### config.mk
export PLATFORM = sky130hd
export DESIGN_NAME = fp16_mul_core
export DESIGN_NICKNAME = d
export VERILOG_FILES = /design/src/rtl/fp16_mul_core.sv
export SDC_FILE = /design/constraint.sdc
export NUM_CORES = 1
export LEC_CHECK = 0
export ABC_CLOCK_PERIOD_IN_PS = 800
export BUFFER_PORTS_ARGS = -buffer_cell sky130_fd_sc_hd__buf_2
export CAP_MARGIN = 40
export CORE_MARGIN = 4
export CORE_UTILIZATION = 30
export DETAILED_ROUTE_END_ITERATION = 12
export HOLD_SLACK_MARGIN = 0.08
export SYNTH_ARGS = -nofsm -noshare
export SYNTH_HDL_FRONTEND = slang
export SYNTH_SLANG_ARGS = --single-unit
export TNS_END_PERCENT = 50
### constraint.sdc
create_clock -name clk -period 0.8 [get_ports clk]
set_input_delay 0.16 -clock clk [delete_from_list [all_inputs] [get_ports clk]]
set_output_delay 0.16 -clock clk [all_outputs]
set_load 0.01 [all_outputs]
### src/rtl/fp16_mul_core.sv
// ----------------------------------------------------------------------------
// fp16_mul_core
//   IEEE 754 binary16 multiplier. The product is rounded to nearest, ties to
//   even, and subnormal operands and results are fully supported. A
//   combinational core feeds a single output register, giving 1-cycle
//   latency and one result per cycle.
//
// Ports
//   clk       : rising-edge clock
//   rst_n     : asynchronous active-low reset; clears result and both flags
//   a, b      : binary16 operands, sampled on every rising clk edge
//   result    : registered binary16 product
//   underflow : registered underflow flag; the product was tiny before
//               rounding and the rounding was inexact
//   overflow  : registered overflow flag; the product rounded to +/-inf
//
// There is no handshake: a and b are taken on every edge, and the outputs
// hold until the next edge.
// ----------------------------------------------------------------------------
module fp16_mul_core (
    input  logic        clk,
    input  logic        rst_n,
    input  logic [15:0] a,
    input  logic [15:0] b,
    output logic [15:0] result,
    output logic        underflow,
    output logic        overflow
);

    // ---------------- operand decode ----------------
    logic        a_zero, b_zero, a_inf, b_inf, a_nan, b_nan;
    logic        sign;
    logic [10:0] ma, mb;
    logic signed [7:0] ea, eb;

    always_comb begin
        a_zero = (a[14:10] == 5'd0)  && (a[9:0] == 10'd0);
        b_zero = (b[14:10] == 5'd0)  && (b[9:0] == 10'd0);
        a_inf  = (a[14:10] == 5'd31) && (a[9:0] == 10'd0);
        b_inf  = (b[14:10] == 5'd31) && (b[9:0] == 10'd0);
        a_nan  = (a[14:10] == 5'd31) && (a[9:0] != 10'd0);
        b_nan  = (b[14:10] == 5'd31) && (b[9:0] != 10'd0);
        sign   = a[15] ^ b[15];
        // A subnormal has a hidden bit of 0 and the same exponent (-14) as
        // the smallest normal value.
        ma = {(a[14:10] != 5'd0), a[9:0]};
        mb = {(b[14:10] != 5'd0), b[9:0]};
        ea = (a[14:10] == 5'd0) ? -8'sd14 : $signed({3'b000, a[14:10]}) - 8'sd15;
        eb = (b[14:10] == 5'd0) ? -8'sd14 : $signed({3'b000, b[14:10]}) - 8'sd15;
    end

    // ---------------- finite x finite datapath ----------------
    logic [21:0] prod, pn, shifted;
    logic [4:0]  lz;
    logic signed [7:0] e_unb;
    logic [7:0]  sh_raw;
    logic [4:0]  sh;
    logic        tiny, lost, guard, sticky, round_up, carry;
    logic [10:0] mant;
    logic [11:0] mant_r;
    logic signed [7:0] exp_b;
    logic [15:0] fin_result;
    logic        fin_uf, fin_of;

    always_comb begin
        prod = 22'(ma) * 22'(mb);

        // Count leading zeros so the product (possibly from subnormal
        // operands) can be normalised to a leading 1 at bit 21.
        lz = 5'd0;
        for (int i = 0; i < 22; i++) begin
            if (prod[i]) lz = 5'(21 - i);
        end
        pn = prod << lz;

        // pn holds 1.xxx at bits [21:0], so the value is 1.xxx * 2^e_unb.
        e_unb = ea + eb + 8'sd1 - $signed({3'b000, lz});

        // A tiny result (exponent below -14) is shifted right into subnormal
        // position. Shifts of 23 or more leave nothing, and everything goes
        // to sticky.
        tiny   = (e_unb < -8'sd14);
        sh_raw = tiny ? 8'(-8'sd14 - e_unb) : 8'd0;
        sh     = (sh_raw > 8'd23) ? 5'd23 : sh_raw[4:0];
        shifted = pn >> sh;
        lost    = ((shifted << sh) != pn);

        mant     = shifted[21:11];
        guard    = shifted[10];
        sticky   = (shifted[9:0] != 10'd0) || lost;
        round_up = guard && (sticky || mant[0]);
        mant_r   = {1'b0, mant} + {11'd0, round_up};
        carry    = mant_r[11];

        fin_of = 1'b0;
        fin_uf = 1'b0;
        exp_b  = 8'sd0;
        if (tiny) begin
            // A subnormal that rounds up to 2^-14 sets bit 10, which lands
            // in the exponent field as exp=1. A round to zero yields signed
            // zero.
            fin_result = {sign, 4'b0000, mant_r[10], mant_r[9:0]};
            fin_uf     = guard || sticky;
        end else begin
            // On a carry-out mant_r is 0x800, so the fraction bits are
            // already zero and only the exponent moves.
            exp_b = e_unb + 8'sd15 + {7'd0, carry};
            if (exp_b >= 8'sd31) begin
                fin_result = {sign, 5'h1F, 10'd0};
                fin_of     = 1'b1;
            end else begin
                fin_result = {sign, exp_b[4:0], mant_r[9:0]};
            end
        end
    end

    // ---------------- special-case selection ----------------
    logic [15:0] next_result;
    logic        next_uf, next_of;

    always_comb begin
        next_result = fin_result;
        next_uf     = fin_uf;
        next_of     = fin_of;
        if (a_nan || b_nan || (a_inf && b_zero) || (a_zero && b_inf)) begin
            next_result = 16'h7E00;
            next_uf     = 1'b0;
            next_of     = 1'b0;
        end else if (a_inf || b_inf) begin
            next_result = {sign, 5'h1F, 10'd0};
            next_uf     = 1'b0;
            next_of     = 1'b0;
        end else if (a_zero || b_zero) begin
            next_result = {sign, 15'd0};
            next_uf     = 1'b0;
            next_of     = 1'b0;
        end
    end

    // ---------------- output register ----------------
    always_ff @(posedge clk or negedge rst_n) begin
        if (!rst_n) begin
            result    <= 16'h0000;
            underflow <= 1'b0;
            overflow  <= 1'b0;
        end else begin
            result    <= next_result;
            underflow <= next_uf;
            overflow  <= next_of;
        end
    end

endmodule

==> metrics.cfg, run 1 <==
[run_status]
status=complete, but fails checks
failed_checks=setup timing

[detailed_routing]
routed_via_density=5.57
drt_first_iter_violations=1553
wirelength_um=55200
detailed_router_iteration_count_before_antenna_repair=8
drc_errors=0
route.detailed.wl_per_inst_um=20.2
vias=15200
final_antenna_net_count=0

[timing]
setup-violations-final=36
slew-limit-headroom_pct=45.8
final_critical_path_setup_slack_ps=-10690
fin_setup_tns_ps=-181470
worst_slew_pin_slew_ps=806
drv_slew=0
min_period_over_period_pct=1440
timing.final.hold_violations=0
layout_min_cycle_time_ps=11490
grt_setup_unrepaired=yes
highest_clock_rate_ghz=0.0870

[critical_path]
cpMaxStageDelayCell=sky130_fd_sc_hd__fa_2
worst_ep_arrival_time_ps=11650
setup.worst_path.end_class=flip-flop
criticalPathCategory=input port to flip-flop
crit_path_start_kind=input port
slowest_delay_ps=590
worst-path-max-fanout=10
cp_data_required_time_ps=960

[synth]
synth.mux.area_fraction_pct=2.57
synth-seq-area-share_pct=3.89
ys_top_cells_by_count=sky130_fd_sc_hd__nand2_1 (172), sky130_fd_sc_hd__nor2_1 (131), sky130_fd_sc_hd__inv_1 (128)
post_synth_inst_count=1583
postSynthNetCount=1781
syn_area_per_cell_um2=7.32
synthDominantCellAreaShare_pct=14.7
synth-main-ff-cell=sky130_fd_sc_hd__dfrtp_1
synth.distinct_cells=115
synth_fa_ha_area_share_pct=23.2
post_synth_and_or_nand_nor_area_fraction_pct=27.8
number_of_enable_type_register_cells_in_the_synthesized_netlist=0
postSynth.asyncResetShare_pct=100
synthXorXnorAreaFrac_pct=2.83
yosys.area.top_type=sky130_fd_sc_hd__fa_1
synth_compound_gate_area_share_pct=31.7
yosysMostFrequentCell=sky130_fd_sc_hd__nand2_1
postSynthRegisterBits=18
largest_family_of_logic_cells_by_synthesized_area=compound AO/OA/AOI/OAI gates
synth.top_cells.by_area=sky130_fd_sc_hd__fa_1 (15%), sky130_fd_sc_hd__ha_1 (8.5%), sky130_fd_sc_hd__nand2_1 (5.6%), sky130_fd_sc_hd__and2_1 (5.5%), sky130_fd_sc_hd__nor2_1 (4.2%)
synth-warning-count=0
synth.cell_area_um2=11600

[global_route]
antenna_found_initial=1
grt_pass1_wl_um=85400
grt_use_total_pct=25.5
grt.overflow.total=0
first_global_vias=15400
grt_start_max_net_pins=35

[hold_path]
hold_class=input port to flip-flop
start_point_of_the_worst_hold_path=a[15]
hold_depth=3
whs_endpoint=result[15]

[finish]
fin_nets=2412
area_overhead_vs_synth_pct=58.5
post_route_cells_drive_above_1_share_pct=44.1
layout.filler_cells=3643

[place]
port_buffers=51
half_perimeter_wire_length_after_placement_um=45000
final_weighted_congestion_in_routability_driven_placement=1.02

[clock_network]
clock_pin_slew_on_the_worst_setup_and_hold_paths_ps=50
cts-buffers-inserted=3
clockBufferDepth=2
clock_tree.htree_level_count=1
clk_root_buffer_cell=sky130_fd_sc_hd__clkbuf_16
clock_sink_count=18
cts_tree=yes

[die]
die_height_um=205
area_of_the_die_um2=41800
die_w_um=205
boundaryPins=52
design.core.area_um2=37800
start_util_pct=30.6
placement_rows=71

[flow_run]
max_cap_violations=0

==> placed cells by master, fill, tap and decap left out, types with 19 or more instances in the layout <==
| cell type | instances |
|---|---|
| sky130_fd_sc_hd__nor2_1 | 109 |
| sky130_fd_sc_hd__ha_1 | 68 |
| sky130_fd_sc_hd__fa_1 | 81 |
| sky130_fd_sc_hd__o22ai_1 | 19 |
| sky130_fd_sc_hd__buf_4 | 640 |
| sky130_fd_sc_hd__nand4_1 | 24 |
| sky130_fd_sc_hd__nor3_1 | 31 |
| sky130_fd_sc_hd__o21ai_1 | 22 |
| sky130_fd_sc_hd__inv_1 | 117 |
| sky130_fd_sc_hd__o211ai_1 | 34 |
| sky130_fd_sc_hd__and2_1 | 98 |
| sky130_fd_sc_hd__nand3_1 | 54 |
| sky130_fd_sc_hd__a31oi_1 | 20 |
| sky130_fd_sc_hd__buf_2 | 42 |
| sky130_fd_sc_hd__o21ai_0 | 64 |
| sky130_fd_sc_hd__nand2_1 | 165 |
| sky130_fd_sc_hd__buf_6 | 21 |
| sky130_fd_sc_hd__a211oi_1 | 20 |
| sky130_fd_sc_hd__a21oi_1 | 71 |
==> critical path: cells and delay by family <==
family / cells / cell delay, ps
adder cells (fa/ha/maj): 10 / 3830
AND/OR/NAND/NOR: 21 / 3850
AO/OA/AOI/OAI: 14 / 2450
buffers and inverters: 12 / 1300
multiplexers: 1 / 70
==> how the worst max path moves through the flow <==
stage                      endpoint  cells past startpoint  slack [ps]  start
after global placement    underflow                     52      -11160  b[10]
after global routing      result[0]                     58      -11100  b[11]
after CTS                 result[0]                     55      -10490  b[11]
after detailed placement  result[0]                     57      -11200  b[10]
after floorplan           result[0]                     59      -11160  b[10]
final                     result[0]                     58      -10690  a[11]
==> routing by layer <==
layer  vias to the layer above  track usage [%]  part of all wire [%]
met5                         -                0                     0
met4                         0             5.77                   2.8
met3                       126             6.35                   9.5
met2                       662             39.9                    43
met1                      7341             35.5                    44
li1                       7037                -                     -
==> cells by family after synthesis <==
kind of cell	count (synthesis)
AO/OA/AOI/OAI	493
XOR/XNOR	34
adder cells (fa/ha/maj)	164
buffers and inverters	220
flip-flops	18
multiplexers	27
AND/OR/NAND/NOR	627
==> through the flow <==
step,utilization [%],cells,instance area [µm²],hold WS (ps),worst slack (ps)
after floorplan,-,1583,11900,-136,-11160
after global placement,44.3,2640,16800,90.5,-11160
after detailed placement,44.3,2640,16800,95.0,-11200
after CTS,47.1,2707,17800,277,-10490
after global routing,48.5,2724,18400,297,-11100
final,48.5,2725,18400,271,-10690
==> repair_timing <==
item / in CTS / in global routing
hold buffers: 1 / 0
gates resized for setup: 120 / 78
cloned: 0 / 0
endpoints found under the hold margin: 18 / 0
pin swaps: 98 / 69
buffers inserted: 65 / 20
setup endpoints to repair: 36 / 36
==> final cells by class <==
cell class	count	area, µm²	area share (%)
Sequential cell	18	450	2.45
Timing Repair Buffer	714	5450	29.7
Clock buffer	4	88.8	0.484
Tap cell	511	639	3.48
Antenna cell	1	2.50	0.0136
Inverter	132	523	2.85
Multi-Input combinational cell	1345	11200	61.0
==> flip-flops by register name, indices dropped and copies added, names as in the netlist <==
signal and count:
underflow 1, result 16, overflow 1
Power of run 1 is not shown: default switching activity piles up to over one toggle a cycle in this logic, so the estimate is an artifact.
==> inputs of run 2 (changes only) <==
--- a/config.mk
+++ b/config.mk
@@ -5,7 +5,7 @@
 export SDC_FILE = /design/constraint.sdc
 export NUM_CORES = 1
 export LEC_CHECK = 0
-export ABC_CLOCK_PERIOD_IN_PS = 800
+export ABC_CLOCK_PERIOD_IN_PS = 14300
 export BUFFER_PORTS_ARGS = -buffer_cell sky130_fd_sc_hd__buf_2
 export CAP_MARGIN = 40
 export CORE_MARGIN = 4
==> constraint.sdc (replaced) <==
create_clock -name clk -period 14.3 [get_ports clk]
set_input_delay 2.86 -clock clk [delete_from_list [all_inputs] [get_ports clk]]
set_output_delay 2.86 -clock clk [all_outputs]
set_load 0.01 [all_outputs]
==> run 2 against run 1 <==
  * The run now ends clean
  * Via count decreased by 7.0%
  * Sequential share of layout area up 0.42 points
  * Worst hold slack improved by 2300 ps
  * Utilization fell by 7.1 points
  * Count of clock-buffer cells in the layout stayed put
  * First-iteration DRC count shrank 5.2%
==> metrics.cfg, run 2 (synthesis gave the netlist of run 1 again) <==
[hold_path]
hold_class=input port to async pin

[place]
port_buffers=51
final_weighted_congestion_in_routability_driven_placement=1.01
half_perimeter_wire_length_after_placement_um=41700
place.detailed.instances=2400
placement.setup.worst_slack_ps=-424

[finish]
largest_reg_flops=16
mostFrequentLayoutCell=sky130_fd_sc_hd__buf_4
post-route-util_pct=41.4
fin_nets=2119
antenna-diode-count=0
post_layout_nonfiller_instances=2431
most_frequent_cells_in_the_layout=sky130_fd_sc_hd__buf_4 (359), sky130_fd_sc_hd__nand2_1 (164), sky130_fd_sc_hd__inv_1 (121)
area_overhead_vs_synth_pct=35.4
reg_top3=result: 16 flops, overflow: 1 flops, underflow: 1 flops
layout.filler_cells=3854
post_route_cells_drive_above_1_share_pct=32.7
largest_register=result

[detailed_routing]
detailed_router_iteration_count_before_antenna_repair=6
drt_first_iter_violations=1473
vias=14100
drc_errors=0
routed_via_density=5.80
wirelength_um=50900
final_antenna_net_count=0
route.detailed.wl_per_inst_um=20.9

[critical_path]
worst_ep_arrival_time_ps=14400
worst_path_dominant_cell_family=adder cells
cp_num_cells=52
worst-path-max-fanout=8
slowest_delay_ps=570
cpMaxStageDelayCell=sky130_fd_sc_hd__fa_1
setup.worst_path.end=underflow
cp_data_required_time_ps=14450
crit_path_start_kind=input port
worst_path_buf_inv=15
critical_path_s_most_frequent_cell=sky130_fd_sc_hd__buf_4
timing.critical_path.from=b[10]
criticalPathCategory=input port to flip-flop
setup.worst_path.end_class=flip-flop

[timing]
drv_slew=0
slew-limit-headroom_pct=32.4
grt_setup_unrepaired=yes
highest_clock_rate_ghz=0.0702
worst_slew_pin_slew_ps=1000
timing.final.hold_violations=0
final_critical_path_setup_slack_ps=47.4
setup-violations-final=0
min_period_over_period_pct=99.7
layout_min_cycle_time_ps=14250

[die]
design.core.area_um2=37800
area_of_the_die_um2=41800
placement_rows=71
start_util_pct=30.6
die_height_um=205
die_w_um=205
boundaryPins=52

[global_route]
first_global_vias=13800
antenna_found_initial=1
grt_pass1_wl_um=78400
grt_use_total_pct=23.3
grt_start_max_net_pins=35
grt.overflow.total=0

[run_status]
status=completed

[clock_network]
clk_root_buffer_cell=sky130_fd_sc_hd__clkbuf_16
clock_sink_count=18
clockBufferDepth=2
cts_tree=yes
clock_pin_slew_on_the_worst_setup_and_hold_paths_ps=50
clock_tree.htree_level_count=1
cts-buffers-inserted=3

[flow_run]
max_cap_violations=0

[run 2: cell types whose count changed in the layout (fill, tap and decap cells not counted), sizes merged]
cell	before	now
dlygate4sd3	1	0
buf	713	421
diode	1	0
[run 2: metal layers]
layer	share of wire (%)	global-route usage, %
met1	44	33.5
met2	43	35.7
met3	9.9	4.62
met4	3.0	6.03
met5	0.026	0
[run 2: per-stage QoR]
| step | setup TNS (ps) | hold slack [ps] | cell area [µm²] |
|---|---|---|---|
| 2_1_floorplan | -2910 | 2560 | 11900 |
| 3_3_place_gp | -4600 | 2790 | 14900 |
| 3_5_place_dp | -5230 | 2800 | 14900 |
| 4_1_cts | 0 | 2540 | 15000 |
| 5_1_grt | -5230 | 2570 | 15700 |
| 6_report | 0 | 2520 | 15700 |
[run 2: worst min-delay path by stage]
| stage | from | end | depth (start not counted) |
|---|---|---|---|
| global placement | rst_n | result[14] | 1 |
| floorplan | rst_n | overflow | 0 |
| detailed placement | rst_n | result[14] | 1 |
| global route | rst_n | result[14] | 1 |
| CTS | rst_n | result[14] | 1 |
| finish | rst_n | result[14] | 1 |
[run 2: timing repair]
item | 4_1_cts | 5_1_grt
setup buffers | 0 | 27
pin swaps | 2 | 62
endpoints found under the setup margin | 16 | 17
hold buffers | 0 | 0
gates resized for setup | 3 | 99
[run 2: layout make-up]
cell class,instances,area [µm²],area share [%]
Clock buffer,4,88.8,0.566
Inverter,132,518,3.30
Multi-Input combinational cell,1345,10900,69.4
Sequential cell,18,450,2.87
Tap cell,511,639,4.08
Timing Repair Buffer,421,3100,19.8
Power of run 2 is left out for the same reason.
